`config.mk`:
```
export PLATFORM = sky130hd
export DESIGN_NAME = imem_loader_flat
export DESIGN_NICKNAME = d
export VERILOG_FILES = /design/src/rtl/imem_loader_if.sv /design/src/rtl/imem_loader.sv /design/src/flat_wrapper.sv
export SDC_FILE = /design/constraint.sdc
export NUM_CORES = 1
export LEC_CHECK = 0
export ABC_AREA = 1
export BUFFER_PORTS_ARGS = -buffer_cell sky130_fd_sc_hd__buf_2
export CAP_MARGIN = 10
export CORE_MARGIN = 4
export CORE_UTILIZATION = 50
export DETAILED_ROUTE_END_ITERATION = 10
export MAX_ROUTING_LAYER = met4
export PLACE_DENSITY = 0.75
export SLEW_MARGIN = 20
export SYNTH_ARGS = -nofsm -noshare
export SYNTH_HDL_FRONTEND = slang
export SYNTH_HIERARCHICAL = 1
export SYNTH_SLANG_ARGS = --single-unit
```
`constraint.sdc`:
```
create_clock -name clk -period 1.48 [get_ports clk]
set_input_delay 0.074 -clock clk [delete_from_list [all_inputs] [get_ports clk]]
set_output_delay 0.074 -clock clk [all_outputs]
set_load 0.03 [all_outputs]
```
`src/rtl/imem_loader_if.sv`:
```
// Byte-stream link from the program source into the instruction-memory loader.
//   in_valid  source has a byte on in_data
//   in_data   byte, sent least-significant byte of each word first
//   in_last   final byte of the program; only meaningful with in_valid
//   in_ready  loader accepts a byte this cycle
// master = byte source, slave = loader.
interface imem_loader_if;
    logic       in_valid;
    logic [7:0] in_data;
    logic       in_last;
    logic       in_ready;

    modport master (output in_valid, output in_data, output in_last, input in_ready);
    modport slave  (input in_valid, input in_data, input in_last, output in_ready);
endinterface

```
`src/rtl/imem_loader.sv`:
```
// Program loader for the single-cycle CPU. Packs a little-endian byte stream
// into 32-bit words, writes them to instruction memory, then releases the CPU
// via cpu_start. The CPU is held off (cpu_start=0) while a program is loading.
// Ports:
//   clk, rst     clock; asynchronous active-low reset
//   src          byte stream (slave side of imem_loader_if)
//   reload       in DONE: drop the loaded program and start a new load
//   mem_we       one-cycle write strobe per stored word
//   mem_addr     byte address of the stored word (word_index*4)
//   mem_wdata    stored word; unfilled tail lanes are zero
//   cpu_start    1 = CPU runs
//   word_count   words stored in this load, saturates at MAX_WORDS
//   overflow     sticky: program longer than MAX_WORDS, excess dropped
//   partial      sticky: program ended mid-word, tail zero-padded

// One byte lane of the word assembly register. q_nxt is the lane value
// including a byte being accepted this cycle, so a completed word can be
// stored on the same edge that accepts its final byte.
module imem_lane #(
    parameter int VEC_W = 8
) (
    input  logic             clk,
    input  logic             rst,
    input  logic             clr,
    input  logic             wr_en,
    input  logic [VEC_W-1:0] din,
    output logic [VEC_W-1:0] q_nxt
);
    logic [VEC_W-1:0] q;

    assign q_nxt = wr_en ? din : q;

    // clr wins over wr_en: the byte that completes a word goes out through
    // q_nxt and must not linger into the next word.
    always_ff @(posedge clk or negedge rst) begin
        if (!rst)       q <= '0;
        else if (clr)   q <= '0;
        else if (wr_en) q <= din;
    end
endmodule

module imem_loader #(
    parameter int MAX_WORDS = 1024,
    parameter int CNT_W     = 11      // 2**CNT_W must exceed MAX_WORDS
) (
    input  logic             clk,
    input  logic             rst,
    imem_loader_if.slave     src,
    input  logic             reload,
    output logic             mem_we,
    output logic [31:0]      mem_addr,
    output logic [31:0]      mem_wdata,
    output logic             cpu_start,
    output logic [CNT_W-1:0] word_count,
    output logic             overflow,
    output logic             partial
);
    localparam int NUM_LANES = 4;
    localparam int VEC_W     = 8;

    localparam logic [1:0] S_IDLE = 2'd0;
    localparam logic [1:0] S_LOAD = 2'd1;
    localparam logic [1:0] S_DONE = 2'd2;

    localparam logic [CNT_W-1:0] MAX_CNT  = CNT_W'(MAX_WORDS);
    localparam logic [1:0]       LANE_TOP = 2'(NUM_LANES - 1);

    logic [1:0]                          state, state_nxt;
    logic [1:0]                          lane;
    logic [CNT_W-1:0]                    word_idx;
    logic                                accept, word_done, mem_full, lane_clr;
    logic [NUM_LANES-1:0]                lane_wr;
    logic [NUM_LANES-1:0][VEC_W-1:0]     lane_nxt;

    assign src.in_ready = (state == S_LOAD);
    assign accept       = src.in_valid && src.in_ready;
    assign word_done    = accept && ((lane == LANE_TOP) || src.in_last);
    assign mem_full     = (word_idx == MAX_CNT);
    assign lane_clr     = word_done || (state == S_IDLE);

    // Word index and word_count advance together and both stop at MAX_WORDS.
    assign word_count = word_idx;

    for (genvar i = 0; i < NUM_LANES; i++) begin : g_lane
        assign lane_wr[i] = accept && (lane == 2'(i));

        imem_lane #(.VEC_W(VEC_W)) u_lane (
            .clk   (clk),
            .rst   (rst),
            .clr   (lane_clr),
            .wr_en (lane_wr[i]),
            .din   (src.in_data),
            .q_nxt (lane_nxt[i])
        );
    end

    always_comb begin
        state_nxt = state;
        case (state)
            S_IDLE:  state_nxt = S_LOAD;
            S_LOAD:  if (accept && src.in_last) state_nxt = S_DONE;
            S_DONE:  if (reload) state_nxt = S_IDLE;
            default: state_nxt = S_IDLE;
        endcase
    end

    always_ff @(posedge clk or negedge rst) begin
        if (!rst) begin
            state     <= S_IDLE;
            lane      <= '0;
            word_idx  <= '0;
            overflow  <= 1'b0;
            partial   <= 1'b0;
            mem_we    <= 1'b0;
            mem_addr  <= '0;
            mem_wdata <= '0;
            cpu_start <= 1'b0;
        end else begin
            state     <= state_nxt;
            // Registered from the next state so the CPU starts on the first
            // DONE cycle and stops on the first cycle after reload.
            cpu_start <= (state_nxt == S_DONE);
            mem_we    <= 1'b0;
            case (state)
                S_IDLE: begin
                    lane     <= '0;
                    word_idx <= '0;
                    overflow <= 1'b0;
                    partial  <= 1'b0;
                end
                S_LOAD: begin
                    if (accept) begin
                        lane <= word_done ? 2'd0 : lane + 2'd1;
                        if (src.in_last && (lane != LANE_TOP)) partial <= 1'b1;
                        if (word_done) begin
                            if (mem_full) begin
                                // Memory is full: keep draining the stream
                                // to in_last but store nothing more.
                                overflow <= 1'b1;
                            end else begin
                                mem_we    <= 1'b1;
                                mem_addr  <= 32'(word_idx) << 2;
                                mem_wdata <= lane_nxt;
                                word_idx  <= word_idx + CNT_W'(1);
                            end
                        end
                    end
                end
                default: ;
            endcase
        end
    end
endmodule
```
`src/flat_wrapper.sv`:
```
// flat-port wrapper written by rule: the top's interface ports become plain ports
module imem_loader_flat 
#(
    parameter int MAX_WORDS = 1024,
    parameter int CNT_W     = 11                                       
)
  (clk, rst, reload, mem_we, mem_addr, mem_wdata, cpu_start, word_count, overflow, partial, src_in_valid, src_in_data, src_in_last, src_in_ready);
  imem_loader_if src_i ();
  input  logic clk;
  input  logic rst;
  input  logic reload;
  output logic mem_we;
  output logic [31:0] mem_addr;
  output logic [31:0] mem_wdata;
  output logic cpu_start;
  output logic [CNT_W-1:0] word_count;
  output logic overflow;
  output logic partial;
  input wire logic [$bits(src_i.in_valid)-1:0] src_in_valid;
  input wire logic [$bits(src_i.in_data)-1:0] src_in_data;
  input wire logic [$bits(src_i.in_last)-1:0] src_in_last;
  output wire logic [$bits(src_i.in_ready)-1:0] src_in_ready;
  assign src_i.in_valid = src_in_valid;
  assign src_i.in_data = src_in_data;
  assign src_i.in_last = src_in_last;
  assign src_in_ready = src_i.in_ready;
  imem_loader #(.MAX_WORDS(MAX_WORDS), .CNT_W(CNT_W)) u_core (.clk(clk), .rst(rst), .src(src_i), .reload(reload), .mem_we(mem_we), .mem_addr(mem_addr), .mem_wdata(mem_wdata), .cpu_start(cpu_start), .word_count(word_count), .overflow(overflow), .partial(partial));
endmodule
```
==> metrics.csv <==
stage,metric,value,unit
placement,dp_hpwl,7210,um
layout,drive_gt1_share,37.1,%
grt,grt_pass1_vias,3788,
sta,fin_ws,-0.0392,ns
sta,tightest_slew,0.509,ns
critical_path,crit_path_end_kind,register,
floorplan,core,9730,um2
layout,final_cell_mix,"nand2_1 (171), inv_1 (111), dfrtp_1 (92), buf_2 (70), nand2_2 (66)",
synthesis,yosys.area.top_type_share,47.2,%
synthesis,syn_avg_cell_area,8.09,um2
cts,cts_tree,yes,
synthesis,synth.area.top_cells,"dfrtp_1 (47%), nand2_1 (14%), inv_1 (8.8%)",
critical_path,start_kind,register,
power,p_leak,3.57,nW
cts,clock_path_buffers,2,
layout,multi_input_area,2020,um2
critical_path,cp.arrival,1.81,ns
cts,clk_latency,0.37,ns
cts,htreeDepth,3,
floorplan,die_width,108,um
synthesis,synth_area_leader_cell,dfrtp_1,
power,p_sw_share,43.1,%
placement,io_buffers,71,
power,p_sw,4.02,mW
grt,grt_pass1_wl,17600,um
synthesis,yosys_register_bits,94,
floorplan,fp.dieH,108,um
floorplan,num_rows,36,
sta,tns,-0.634,ns
placement,place_area,5520,um2
layout,final_area,6080,um2
drt,drc_errors,0,
sta,fin_crit,1.52,ns
sta,fin_skew,0.00911,ns
grt,grt_max_degree,95,
floorplan,start_util,51.2,%
synthesis,synth_seq_area_share,47.2,%
synthesis,syn-instance-count,616,
sta,rsz0062_at_grt,true,
sta,setup_viol,36,
layout,nFillCells,847,
grt,overflow,0,
synthesis,synth_cell_types,28,
placement,gp_congestion,0.889,
drt,drtIter0Drc,168,
drt,totalWireLength,11400,um
sta,drv_slew,0,
power,irDropWorstVdd,699,uV
grt,grtUsageTotal,19.8,%
power,seq_power_share,38.4,%
power,combPwrFrac,45.7,%
layout,nets,744,
run,maxCapViolations,0,
layout,area_growth,22.0,%
floorplan,die-area,11600,um2
outcome,violations,negative setup slack,
critical_path,path_class,register to register,
layout,layout_commonest_cell,nand2_1,
power,internal-power,5.31,mW
critical_path,critPathMaxFanout,10,
sta,max_freq,658,MHz
cts,clock_sinks,94,
power,power.density,1540,nW/um2
sta,hold_viol,0,
critical_path,required,1.77,ns
synthesis,ys_warn_count,6,
drt,wire_per_inst,13.2,um
layout,diodes,0,
cts,cts_made_buffers,9,
floorplan,ios,93,
layout,ff_latch_area,2350,um2
grt,antenna_found_initial,0,
outcome,status,finished with violations,
layout,utilization,62.4,%
drt,num_vias,3933,
drt,drt_first_pass_iters,4,
min_path,hold_class,primary input to register,
drt,viasPerCell,4.57,
cts,clk_pin_slew,0.08,ns
sta,period_share,103,%
synthesis,synth_area,4980,um2
power,clkPwrFrac,15.9,%
cts,cts-root-buf,clkbuf_8,
drt,ant_nets,0,
sta,relSlewSlack,66.1,%
-- power by group through the flow --
stage | clock network, mW | logic (mW) | registers [mW]
2_1_floorplan | 0 | 2.04 | 4.47
3_3_place_gp | 0 | 3.79 | 3.59
3_5_place_dp | 0 | 3.87 | 3.62
4_1_cts | 1.53 | 4.06 | 3.58
5_1_grt | 1.65 | 4.64 | 3.65
6_report | 1.48 | 4.26 | 3.58
-- stage by stage --
stage / std cells / hold slack (ns) / power, mW / worst slack, ns
2_1_floorplan: 636 / -0.222 / 6.51 / -0.0400
3_3_place_gp: 828 / 0.166 / 7.38 / 0.0394
3_5_place_dp: 828 / 0.164 / 7.49 / -0.0566
4_1_cts: 852 / 0.0572 / 9.17 / -0.0283
5_1_grt: 861 / 0.0738 / 9.95 / -0.115
6_report: 861 / 0.0779 / 9.33 / -0.0392
-- critical path, cell delays in order, from the launching register on --
cell	delay [ns]
dfrtp_1	0.41
ha_2	0.21
inv_1	0.12
nand2_2	0.08
nand2_4	0.11
inv_4	0.05
nand2_8	0.07
buf_12	0.13
buf_12	0.12
nand2_1	0.05
o21ai_1	0.07
-- registers in the layout, summed over array words and instances (netlist names) --
signal and cells:
u_core/partial 1, u_core/g_lane.u_lane/q 32, u_core/lane 2, u_core/mem_we 1, u_core/cpu_start 1, u_core/overflow 1
u_core/mem_wdata 32, u_core/state 2, u_core/mem_addr 11, u_core/word_count 11
-- synth_stat cells --
library cell  count
clkbuf_2          4
o21ai_1          17
nand3_1          14
inv_8             4
nor2_1           19
o21ai_0           6
nand2_2          58
clkinv_2          1
inv_6             1
inv_1           117
nor3_1            1
nor4_1            1
ha_1              6
or2_2             2
nand3b_1          1
conb_1            1
buf_4            24
nor3_2            1
o21bai_1          1
nand3_2           1
nor2_4            2
nor2_2           32
nand2_1         180
dfrtp_1          94
a21oi_1           4
buf_6            10
inv_2             2
nand2_4          12
-- final timing paths --
path	startpoint	cells past startpoint	slack (ns)	end
setup / recovery	u_core/lane[1]$_DFFE_PN0P_	10	-0.04	u_core/mem_addr[11]$_DFFE_PN0P_
hold / removal	src_in_data[4]	5	0.08	u_core/g_lane[2].u_lane/q[4]$_DFF_PN0_
setup reg to reg	u_core/lane[1]$_DFFE_PN0P_	10	-0.04	u_core/mem_addr[11]$_DFFE_PN0P_
hold reg to reg	u_core/mem_wdata[31]$_DFFE_PN0P_	2	0.47	u_core/mem_wdata[31]$_DFFE_PN0P_
max in group asynchronous	rst	3	0.77	u_core/word_count[0]$_DFFE_PN0P_
min in group asynchronous	rst	3	0.30	u_core/mem_wdata[27]$_DFFE_PN0P_
-- cells by family after synthesis --
logic type / share of synthesized area, %
other: 0.0753
AOI/OAI and AO/OA: 2.86
DFF: 47.2
adders and majority gates: 1.51
buffers and inverters: 16.4
and+or+nand+nor: 31.9
-- area by class of cell --
| cell class | count | area share, % |
|---|---|---|
| sequential | 94 | 38.8 |
| tap | 133 | 2.74 |
| inverter | 125 | 8.59 |
| clock inverter | 2 | 0.165 |
| multi-input combinational | 381 | 33.2 |
| clock buffer | 12 | 2.39 |
| timing repair buffer | 114 | 14.1 |
-- layer usage --
layer / wire (um) / GRT usage [%]
met1: 4910 / 24.7
met2: 5700 / 32.1
met3: 521 / 4.44
met4: 249 / 6.67
met5: 0 / -
-- repair_timing --
action | 4_1_cts | 5_1_grt
pin swaps | 4 | 7
setup endpoints to repair | 53 | 79
gates resized for setup | 15 | 33
hold endpoints to repair | 94 | 0
hold buffers | 1 | 0
gates cloned | 4 | 5
buffers inserted | 5 | 4
No activity file was read; power rests on OpenSTA's default activity.
